$ cat config.mk
export PLATFORM = sky130hd
export DESIGN_NAME = result_collector
export DESIGN_NICKNAME = d
export VERILOG_FILES = /design/src/rtl/result_collector.sv
export SDC_FILE = /design/constraint.sdc
export NUM_CORES = 1
export LEC_CHECK = 0
export ABC_CLOCK_PERIOD_IN_PS = 2500
export BUFFER_PORTS_ARGS = -buffer_cell sky130_fd_sc_hd__buf_2
export CORE_UTILIZATION = 30
export CTS_CLUSTER_SIZE = 12
export DETAILED_ROUTE_END_ITERATION = 8
export GPL_TIMING_DRIVEN = 0
export PLACE_DENSITY = 0.5
export SETUP_SLACK_MARGIN = 0.3
export SYNTH_ARGS = -nofsm -noshare
export SYNTH_HDL_FRONTEND = slang
export SYNTH_SLANG_ARGS = --single-unit
$ cat constraint.sdc
create_clock -name clk -period 2.5 [get_ports clk]
set_clock_uncertainty 0.15 [all_clocks]
set_input_delay 0.5 -clock clk [delete_from_list [all_inputs] [get_ports clk]]
set_output_delay 0.5 -clock clk [all_outputs]
set_load 0.02 [all_outputs]
$ cat src/rtl/result_collector.sv
// result_collector
//   Receive end of the training-data stream. Output-layer activations arrive
//   chunk by chunk (cpc-2 chunks per sample, z = out/(cpc-2) neurons each).
//   The block tracks the running argmax over the chunks of a sample and the
//   ideal-output bit at that position. After the last chunk it publishes the
//   predicted index and whether it was correct. It also keeps saturating
//   totals of trials and correct classifications.
//
// Ports
//   clk          clock
//   reset        asynchronous active-high reset
//   clear        synchronous clear of counters and in-progress sample
//   a_valid      a_in / y_in carry a chunk this clock
//   a_in         z unsigned activations, lane j = bits [j*width +: width]
//   y_in         z ideal output bits, lane j = bit j
//   result_valid one-clock pulse when a sample result is published
//   pred         argmax neuron index of the last completed sample
//   correct      ideal bit at pred of the last completed sample
//   total        completed samples since reset/clear (saturating)
//   num_correct  correct samples since reset/clear (saturating)
module result_collector #(
    parameter int cpc   = 6,
    parameter int out   = 4,
    parameter int width = 16,
    parameter int cnt_w = 16,
    localparam int CHUNKS = cpc - 2,
    localparam int Z      = out / CHUNKS,
    localparam int PW     = (out > 1) ? $clog2(out) : 1,
    localparam int KW     = (CHUNKS > 1) ? $clog2(CHUNKS) : 1
) (
    input  logic                 clk,
    input  logic                 reset,
    input  logic                 clear,
    input  logic                 a_valid,
    input  logic [Z*width-1:0]   a_in,
    input  logic [Z-1:0]         y_in,
    output logic                 result_valid,
    output logic [PW-1:0]        pred,
    output logic                 correct,
    output logic [cnt_w-1:0]     total,
    output logic [cnt_w-1:0]     num_correct
);

    function automatic logic [cnt_w-1:0] sat_inc(input logic [cnt_w-1:0] c,
                                                 input logic inc);
        if (inc && (c != {cnt_w{1'b1}}))
            return c + 1'b1;
        return c;
    endfunction

    logic [KW-1:0]    k_q, k_d;
    logic [width-1:0] run_max_q, run_max_d;
    logic [PW-1:0]    run_idx_q, run_idx_d;
    logic             run_lab_q, run_lab_d;
    logic             result_valid_q, result_valid_d;
    logic [PW-1:0]    pred_q, pred_d;
    logic             correct_q, correct_d;
    logic [cnt_w-1:0] total_q, total_d;
    logic [cnt_w-1:0] num_correct_q, num_correct_d;

    // Per-chunk argmax; strict > keeps the lowest lane on ties.
    logic [width-1:0] chunk_max;
    logic [PW-1:0]    chunk_lane;
    logic             chunk_lab;

    always_comb begin
        chunk_max  = a_in[0 +: width];
        chunk_lane = '0;
        chunk_lab  = y_in[0];
        for (int j = 1; j < Z; j++) begin
            if (a_in[j*width +: width] > chunk_max) begin
                chunk_max  = a_in[j*width +: width];
                chunk_lane = PW'(j);
                chunk_lab  = y_in[j];
            end
        end
    end

    logic             take;
    logic             last;
    logic [width-1:0] m_max;
    logic [PW-1:0]    m_idx;
    logic             m_lab;

    always_comb begin
        // Chunk 0 always loads; later chunks only win on a strictly larger max.
        take  = (k_q == '0) || (chunk_max > run_max_q);
        last  = (k_q == KW'(CHUNKS - 1));
        m_max = take ? chunk_max : run_max_q;
        m_idx = take ? (PW'(k_q) * PW'(Z) + chunk_lane) : run_idx_q;
        m_lab = take ? chunk_lab : run_lab_q;
    end

    always_comb begin
        k_d            = k_q;
        run_max_d      = run_max_q;
        run_idx_d      = run_idx_q;
        run_lab_d      = run_lab_q;
        result_valid_d = 1'b0;
        pred_d         = pred_q;
        correct_d      = correct_q;
        total_d        = total_q;
        num_correct_d  = num_correct_q;

        if (clear) begin
            // Clear beats a_valid: the chunk is dropped, pred/correct hold.
            k_d           = '0;
            run_max_d     = '0;
            run_idx_d     = '0;
            run_lab_d     = 1'b0;
            total_d       = '0;
            num_correct_d = '0;
        end else if (a_valid) begin
            run_max_d = m_max;
            run_idx_d = m_idx;
            run_lab_d = m_lab;
            if (last) begin
                k_d            = '0;
                result_valid_d = 1'b1;
                pred_d         = m_idx;
                correct_d      = m_lab;
                total_d        = sat_inc(total_q, 1'b1);
                num_correct_d  = sat_inc(num_correct_q, m_lab);
            end else begin
                k_d = k_q + 1'b1;
            end
        end
    end

    always_ff @(posedge clk or posedge reset) begin
        if (reset) begin
            k_q            <= '0;
            run_max_q      <= '0;
            run_idx_q      <= '0;
            run_lab_q      <= 1'b0;
            result_valid_q <= 1'b0;
            pred_q         <= '0;
            correct_q      <= 1'b0;
            total_q        <= '0;
            num_correct_q  <= '0;
        end else begin
            k_q            <= k_d;
            run_max_q      <= run_max_d;
            run_idx_q      <= run_idx_d;
            run_lab_q      <= run_lab_d;
            result_valid_q <= result_valid_d;
            pred_q         <= pred_d;
            correct_q      <= correct_d;
            total_q        <= total_d;
            num_correct_q  <= num_correct_d;
        end
    end

    assign result_valid = result_valid_q;
    assign pred         = pred_q;
    assign correct      = correct_q;
    assign total        = total_q;
    assign num_correct  = num_correct_q;

endmodule

* Word level (Yosys, flattened, before mapping)
Cells that the tools add are included.
Word-level totals: register bits after elaboration 57, output and inout bits 36, input bits 21, word-level logic and storage cells 62
Operators by class: reduce and logical (&&, ||, !) cells 12, add/subtract/negate cells 3, multiplexer cells 33, equal/unequal tests 3, $lt $le $gt $ge 1, bitwise gates (word level) 1
Operators with widths (number):
- $mux 16 | 13
- $add 16x1->16 const B | 2
- $ne 16x16->1 const B | 2
- $gt 16x16->1 | 1
- $mux 1 | 14
- $mux 2 | 6
- $reduce_bool 2->1 | 5
- $reduce_and 3->1 | 3
- $add 2x1->2 const B | 1
- $eq 2x2->1 const B | 1
- $logic_not 2->1 | 1
- $reduce_and 2->1 | 1
- $logic_and 1x1->1 | 1
- $logic_or 1x1->1 | 1
- $not 1->1 | 1

* Depth between registers and ports, before layout
Gate-level depths: netlist of run 1.
depth after elaboration 12, mapped depth 11, depth with buffers taken out 9

* Worst setup path before layout of run 1
No wires, ideal clock.
path kind input to register, start input port a_in[15], end register num_correct_q[6], in the netlist num_correct[6], setup time 0.128 ns, cell stages on the path 9, arrival 2.463 ns, buffers on the path 1, setup slack -0.241 ns, required time 2.222 ns, cell sequence ha_1 -> a211oi_1 -> o221a_2 -> o31ai_1 -> a221oi_4 -> nor2_8 -> buf_12 -> mux2i_1 -> mux2_1
Between the ends: cells in the longest elaborated chain, start to end 10
RTL lines:
- start: declaration | line 35 | input logic [Z*width-1:0] a_in,
- $gt 16x16->1 | line 87 | take = (k_q == '0) || (chunk_max > run_max_q);
- $logic_or 1x1->1 | line 87
- $mux 1 | line 91 | m_lab = take ? chunk_lab : run_lab_q;
- $logic_and 1x1->1 | line 46 | if (inc && (c != {cnt_w{1'b1}}))
- $mux 1 | line 46
- $mux 1 | line 117 | if (last) begin
- $mux 1 | line 113 | end else if (a_valid) begin
- $mux 1 | line 105 | if (clear) begin
- $reduce_bool 2->1 (no source line)
- $reduce_and 3->1 (no source line)
- end signal: assignment | line 150 | num_correct_q <= num_correct_d;
- end: declaration | line 59 | logic [cnt_w-1:0] num_correct_q, num_correct_d;
Every way passes these cells. The select of a mux whose other input is x is not followed. A chain may end at the register's enable or synchronous reset.

* Worst setup path in the final report of run 1
start register run_max_q[15], end register num_correct_q[7], in the netlist num_correct[7]
Between the ends: cells in the longest elaborated chain, start to end 10
RTL lines:
- start: declaration | line 52 | logic [width-1:0] run_max_q, run_max_d;
- start signal: assignment | line 143 | run_max_q <= run_max_d;
- $gt 16x16->1 | line 87
- $logic_or 1x1->1 | line 87
- $mux 1 | line 91
- $logic_and 1x1->1 | line 46
- $mux 1 | line 46
- $mux 1 | line 117
- $mux 1 | line 113
- $mux 1 | line 105
- $reduce_bool 2->1 (no source line)
- $reduce_and 3->1 (no source line)
Every way passes these cells. The select of a mux whose other input is x is not followed.

==> results.tsv, run 1 <==
stage	metric	value	unit
synthesis	netlist_area	3593	µm²
drt	totalWireLength	9.986	mm
clock_network	postCtsHoldBufs	0	
run_status	status	finished with violations	
synthesis	synth_fp_nets	434	
power	irDropWorstVdd	261.9	µV
sta	fin_crit_sh	1.070	
sta	worstMarginPinSlew	0.8089	ns
floorplanning	die_w	111.4	µm
drt	routedWlPerCell	15.41	µm
setup_path	cp_top_family	simple AND/OR/NAND/NOR gates	
synthesis	synth_most_common_cell	dfrtp_1	
drt	drt_iter0_markers	101	
power	power.density	503.8	nW/µm²
final_layout	fillers	1137	
drt	via_per_inst	4.952	
sta	fin_ws	-0.1739	ns
clock_network	htreeDepth	3	
final_layout	syn_to_final_growth	46.34	%
clock_network	cts_sinks	57	
sta	grt_setup_unrepaired	yes	
sta	max_freq	374.0	MHz
global_routing	grt_max_degree	35	
global_routing	grt_pass1_wl	15.68	mm
setup_path	crit_required	2.56	ns
synthesis	synth.area.top_cells	dfrtp_1 40%, ha_1 7.0%, mux2i_1 5.3%	
final_layout	drive_gt1_frac	0.4337	
setup_path	r2r_setup_slack	-0.17	ns
sta	final_hold_viol_count	0	
final_layout	layout.nets	541	
placed_design	gp_congestion	0.7508	
clock_network	cts_tree	yes	
setup_path	cp.arrival	2.74	ns
job	maxCapViolations	0	
final_layout	multiInputGateArea	2509	µm²
clock_network	clockBufferDepth	2	
clock_network	clk_latency	0.33	ns
floorplanning	start_util	0.3107	
floorplanning	die_h	111.4	µm
floorplanning	io_pins	57	
synthesis	yosysWarnings	0	
synthesis	yosys-top-cells-count	57 x dfrtp_1, 49 x nand2_1, 43 x nor2_1	
setup_path	worst_setup_path_end_kind	register	
floorplanning	die-area	12420	µm²
sta	drv_slew	0	
setup_path	worst_path_most_repeated_cell	buf_6	
global_routing	grt_usage	0.1596	
setup_path	crit_fanout	5	
power	p_total	2.649	mW
clock_network	cts_root_buffer	clkbuf_16	
floorplanning	core_area	11560	µm²
setup_path	path_buf_inv	3	
synthesis	syn_area_per_cell	9.144	µm²
setup_path	startpoint_type	register	
synthesis	ys.flop_type	dfrtp_1	
sta	setup_viol	30	
setup_path	crit_chain	inv_2, ha_4, nand4_4, nor4_4, a221oi_4, buf_6, nor2_8, buf_6, mux2i_2, mux2_4	
floorplanning	rows	39	
synthesis	async_reset_ff_frac	1.000	
clock_network	cts.clk_slew.worst_paths	0.05	ns
power	p_leak	2.412	nW
drt	remaining_drc_errors	6	
synthesis	ys_seq_area_frac	0.3969	
placed_design	dp_hpwl	6.634	mm
setup_path	slowest_delay	0.39	ns
final_layout	layout.area.seq	1429	µm²
hold_path	hold_path_class	input pin to asynchronous set/reset pin	
drt	num_vias	3209	
global_routing	overflow	0	
synthesis	yosysTopAreaCell	dfrtp_1	
setup_path	crit_type	register to register	
placed_design	io_buffers	56	
run_status	failed_checks	design-rule violations, negative setup slack	
synthesis	synth-seq-cells	57	
sta	min_period	2.674	ns
synthesis	synth_edf_count	0	
drt	ant_nets	0	
sta	max_slew_margin	0.4607	
synthesis	synth_cells	393	
synthesis	synth_top_area_frac	0.3969	
global_routing	grt_antenna_before_repair	0	
final_layout	antenna_cells	0	
drt	first_pass_iters	6	
placed_design	dp_slack	-0.5002	ns
synthesis	synth_cell_types	49	
global_routing	grt_pass1_vias	3033	
setup_path	slowest_stage	nor4_4	
clock_network	cts-buffers-inserted	9	
## path summary, 6_finish.rpt
kind,to,depth (start not counted),startpoint
max,num_correct[7],10,run_max_q[15]
min,total[12],2,reset
max reg2reg,num_correct[7],10,run_max_q[15]
min reg2reg,correct,2,correct
max in group asynchronous,num_correct[11],3,reset
min in group clk,run_max_q[10],3,a_in[10]
## report_power, final
part           internal, mW  switching, mW
Clock                 0.765          0.453
Combinational         0.203          0.258
Sequential            0.952         0.0180
## metrics by stage
step                      instances  hold WS (ns)  instance area (µm²)  utilization  TNS [ns]
after global placement          592        0.3156                 4235       0.3662    -39.16
after detailed placement        593        0.3204                 4255       0.3680    -9.777
after CTS                       628       0.08730                 4913       0.4249    -2.949
after global routing            648        0.1176                 5259       0.4547    -7.050
after floorplan                 393        0.3399                 3776            -   -0.2307
final                           648       0.06720                 5259       0.4547    -3.646
## final cells by class
type                       count  area share
multi-input combinational    297      0.4770
sequential                    57      0.2717
timing repair buffer          95      0.1247
clock buffer                  10     0.04354
tap                          143     0.03402
buffer                        17     0.02141
inverter                      23     0.01642
clock inverter                 6     0.01118
## timing repair
action / CTS / global route
pin swaps: 37 / 26
setup endpoints to repair: 44 / 56
gates cloned: 3 / 0
setup buffers: 16 / 20
resized for setup: 54 / 47
## state kept, by name (all words and copies together) (netlist names)
name          count
k_q               2
total            16
num_correct      16
run_max_q        16
run_lab_q         1
result_valid      1
pred              2
correct           1
run_idx_q         2
## cells in the final DEF, fill, tap and decap left out, types with 5 or more instances in the layout
cell type  synthesis  routed
nor3_2             0       5
nor3_1            13       8
mux2i_1           19      11
buf_6              0      10
nor2b_1           15      15
nand3_1           29      13
buf_2              3      57
ha_1              20       9
inv_2              0       5
buf_4              2      28
nand3_2            1      15
nand4_1            7       7
clkbuf_16          0       9
ha_4               0      10
a21oi_2            0      17
clkbuf_1           7       8
mux2_4             1      10
nor2_1            43      43
a21oi_1           26       9
dfrtp_1           57      55
inv_1             23      18
nand2_1           49      46
xor2_1            12      12
## per-layer routing
metal  routed length, µm  global-route usage  vias up
met4                 108             0.05315        0
li1                    -                   -     1584
met3                 321             0.03974       11
met1                4763              0.2124     1571
met2                4791              0.2529       43
met5                   0                   0        -
## cell families after synthesis
family / synth area share
AND/OR/NAND/NOR: 0.2611
flip-flops: 0.3969
AO/OA/AOI/OAI: 0.08531
buffers and inverters: 0.04944
multiplexers: 0.1010
adder cells (fa/ha/maj): 0.06964
XOR/XNOR: 0.03656
Note: power is estimated with default switching activity, not from simulation.
==> run 2: changes to the inputs <==
Settings changed: ABC_CLOCK_PERIOD_IN_PS 2500 to 3100, CORE_UTILIZATION 30 to 25, PLACE_DENSITY 0.5 to 0.43.
Clock period 2.5 ns to 3.1 ns, I/O delays scaled along.
==> results.tsv, run 2 (synthesis results as in run 1) <==
stage	metric	value	unit	change
sta	max_slew_margin	0.6254		+0.1646
power	power.density	441.3	nW/µm²	-12%
drt	remaining_drc_errors	0		-6
setup_path	crit_required	3.17	ns	+0.61 ns
placed_design	gp_congestion	0.7347		-2.1%
global_routing	overflow	0		unchanged
setup_path	crit_fanout	5		unchanged
floorplanning	die-area	14860	µm²	+20%
setup_path	cp.arrival	2.77	ns	+0.03 ns
power	p_leak	2.175	nW	-9.8%
drt	via_per_inst	4.677		-5.5%
job	maxCapViolations	0		unchanged
global_routing	grt_pass1_vias	3106		+2.4%
drt	routedWlPerCell	14.64	µm	-5.0%
floorplanning	start_util	0.2579		-0.05284
setup_path	slowest_delay	0.41	ns	+0.02 ns
sta	finalSetupTns	0	ns	+3.646 ns
floorplanning	core_area	13930	µm²	+20%
final_layout	layout_common_cells	58 x buf_2, 57 x dfrtp_1, 48 x nand2_1, 43 x nor2_1, 29 x nand3_1		
clock_network	cts_tree	yes		
sta	min_period	2.698	ns	
drt	num_vias	3059		-4.7%
placed_design	placed_area	4136	µm²	-2.8%
floorplanning	die_w	121.9	µm	+9.4%
placed_design	dp_cells	630		+6.2%
placed_design	dp_hpwl	6.969	mm	+5.0%
final_layout	finalInstanceArea	4639	µm²	-12%
final_layout	final_cells	654		+0.93%
sta	hold_slack	0.1801	ns	+0.1129 ns
placed_design	dp_slack	-0.09610	ns	+0.4041 ns
setup_path	crit_type	input pin to register		
clock_network	cts_sinks	57		unchanged
clock_network	clk_latency	0.34	ns	about the same
global_routing	grt_max_degree	35		unchanged
sta	final_hold_viol_count	0		unchanged
sta	fin_crit_sh	0.8704		
drt	totalWireLength	9.574	mm	-4.1%
placed_design	io_buffers	56		unchanged
final_layout	drive_gt1_frac	0.2658		-0.1678
drt	first_pass_iters	4		-2
power	irDropWorstVdd	193.1	µV	-26%
hold_path	hold_path_class	input pin to asynchronous set/reset pin		
floorplanning	rows	43		+10%
clock_network	cts_root_buffer	clkbuf_16		
setup_path	startpoint_type	input pin		
floorplanning	io_pins	57		unchanged
global_routing	grt_usage	0.1425		-0.01706
setup_path	slowest_stage	nor4_4		
clock_network	cts.clk_slew.worst_paths	0.05	ns	about the same
clock_network	htreeDepth	3		unchanged
final_layout	antenna_cells	0		unchanged
sta	setup_viol	0		-100%
sta	worstMarginPinSlew	0.5619	ns	-0.2470 ns
setup_path	r2r_cells	10		unchanged
run_status	status	finished, final reports clean		
drt	drt_iter0_markers	101		unchanged
clock_network	postCtsHoldBufs	0		unchanged
final_layout	syn_to_final_growth	29.11	%	
drt	ant_nets	0		unchanged
sta	max_freq	370.6	MHz	
final_layout	layout.nets	511		-5.5%
clock_network	clockBufferDepth	2		unchanged
sta	grt_setup_unrepaired	yes		
setup_path	r2r_setup_slack	0.41	ns	+0.58 ns
sta	fin_ws	0.4019	ns	+0.5758 ns
sta	drv_slew	0		unchanged
setup_path	worst_path_most_repeated_cell	buf_12		
setup_path	worst_setup_path_end_kind	register		
global_routing	grt_pass1_wl	15.91	mm	+1.5%
global_routing	grt_antenna_before_repair	0		unchanged
floorplanning	die_h	121.9	µm	+9.4%
final_layout	final_common_cell	buf_2		
clock_network	cts-buffers-inserted	9		unchanged
setup_path	crit_chain	buf_2, ha_4, nand4_4, nor4_4, a221oi_4, buf_12, nor2_8, buf_12, mux2i_4, mux2_2		
==> run 2: cell types whose count changed in the layout (fill, tap and decap cells not counted), moves of 4 or more <==
cell,before,now
a21oi_1,9,25
a21oi_2,17,1
buf_4,28,8
buf_6,10,1
ha_1,9,17
ha_4,10,3
inv_1,18,22
inv_2,5,1
mux2_2,3,8
mux2_4,10,2
nand3_1,13,29
nand3_2,15,0
==> run 2: cell type report <==
| type | count | area [µm²] |
|---|---|---|
| fillers | 1462 | 9295 |
| multi-input cells | 296 | 2113 |
| flip-flops and latches | 57 | 1426 |
| repair buffers | 66 | 409.1 |
| clock buffers | 9 | 225.2 |
| well taps | 180 | 225.2 |
| plain buffers | 17 | 93.84 |
| inverters | 23 | 86.33 |
| clock inverters | 6 | 60.06 |
==> run 2: worst max-delay path: cells and delay by family <==
kind | cells | cell delay, ns
adders and majority gates | 1 | 0.29
AOI/OAI and AO/OA | 1 | 0.12
buffers and inverters | 3 | 0.45
muxes | 2 | 0.57
and+or+nand+nor | 3 | 0.71
==> run 2: worst paths after layout <==
path / endpoint / startpoint
worst max-delay path: num_correct[9] / a_in[15]
min in group clk: pred[1] / pred[1]
max in group asynchronous: num_correct[14] / reset
worst min register to register: pred[1] / pred[1]
worst min-delay path: run_max_q[5] / reset
worst max register to register: num_correct[9] / run_max_q[15]
==> run 2: timing repair <==
action / in CTS / in global routing
pin swaps: 3 / 6
setup endpoints to repair: 6 / 27
resized for setup: 3 / 18
buffers inserted: 4 / 5
hold endpoints to repair: 0 / 0
==> run 2: through the flow <==
step	total power, mW	utilization
3_3_place_gp	1.046	0.2954
4_1_cts	2.056	0.3213
5_1_grt	2.155	0.3329
6_report	2.048	0.3329
2_1_floorplan	0.9672	-
3_5_place_dp	1.054	0.2968
==> run 2: power by group <==
part           switching (mW)  internal, mW  total [mW]
clock network           0.359         0.612       0.971
registers              0.0147         0.768       0.782
logic                   0.173         0.121       0.294
total                   0.547          1.50        2.05
==> run 2: layer usage <==
layer | global-route usage | vias to the layer above | routed length [µm]
li1 | - | 1521 | -
met1 | 0.1826 | 1466 | 4495
met2 | 0.2228 | 57 | 4457
met3 | 0.02622 | 15 | 364
met4 | 0.08410 | 0 | 257
met5 | 0 | - | 0
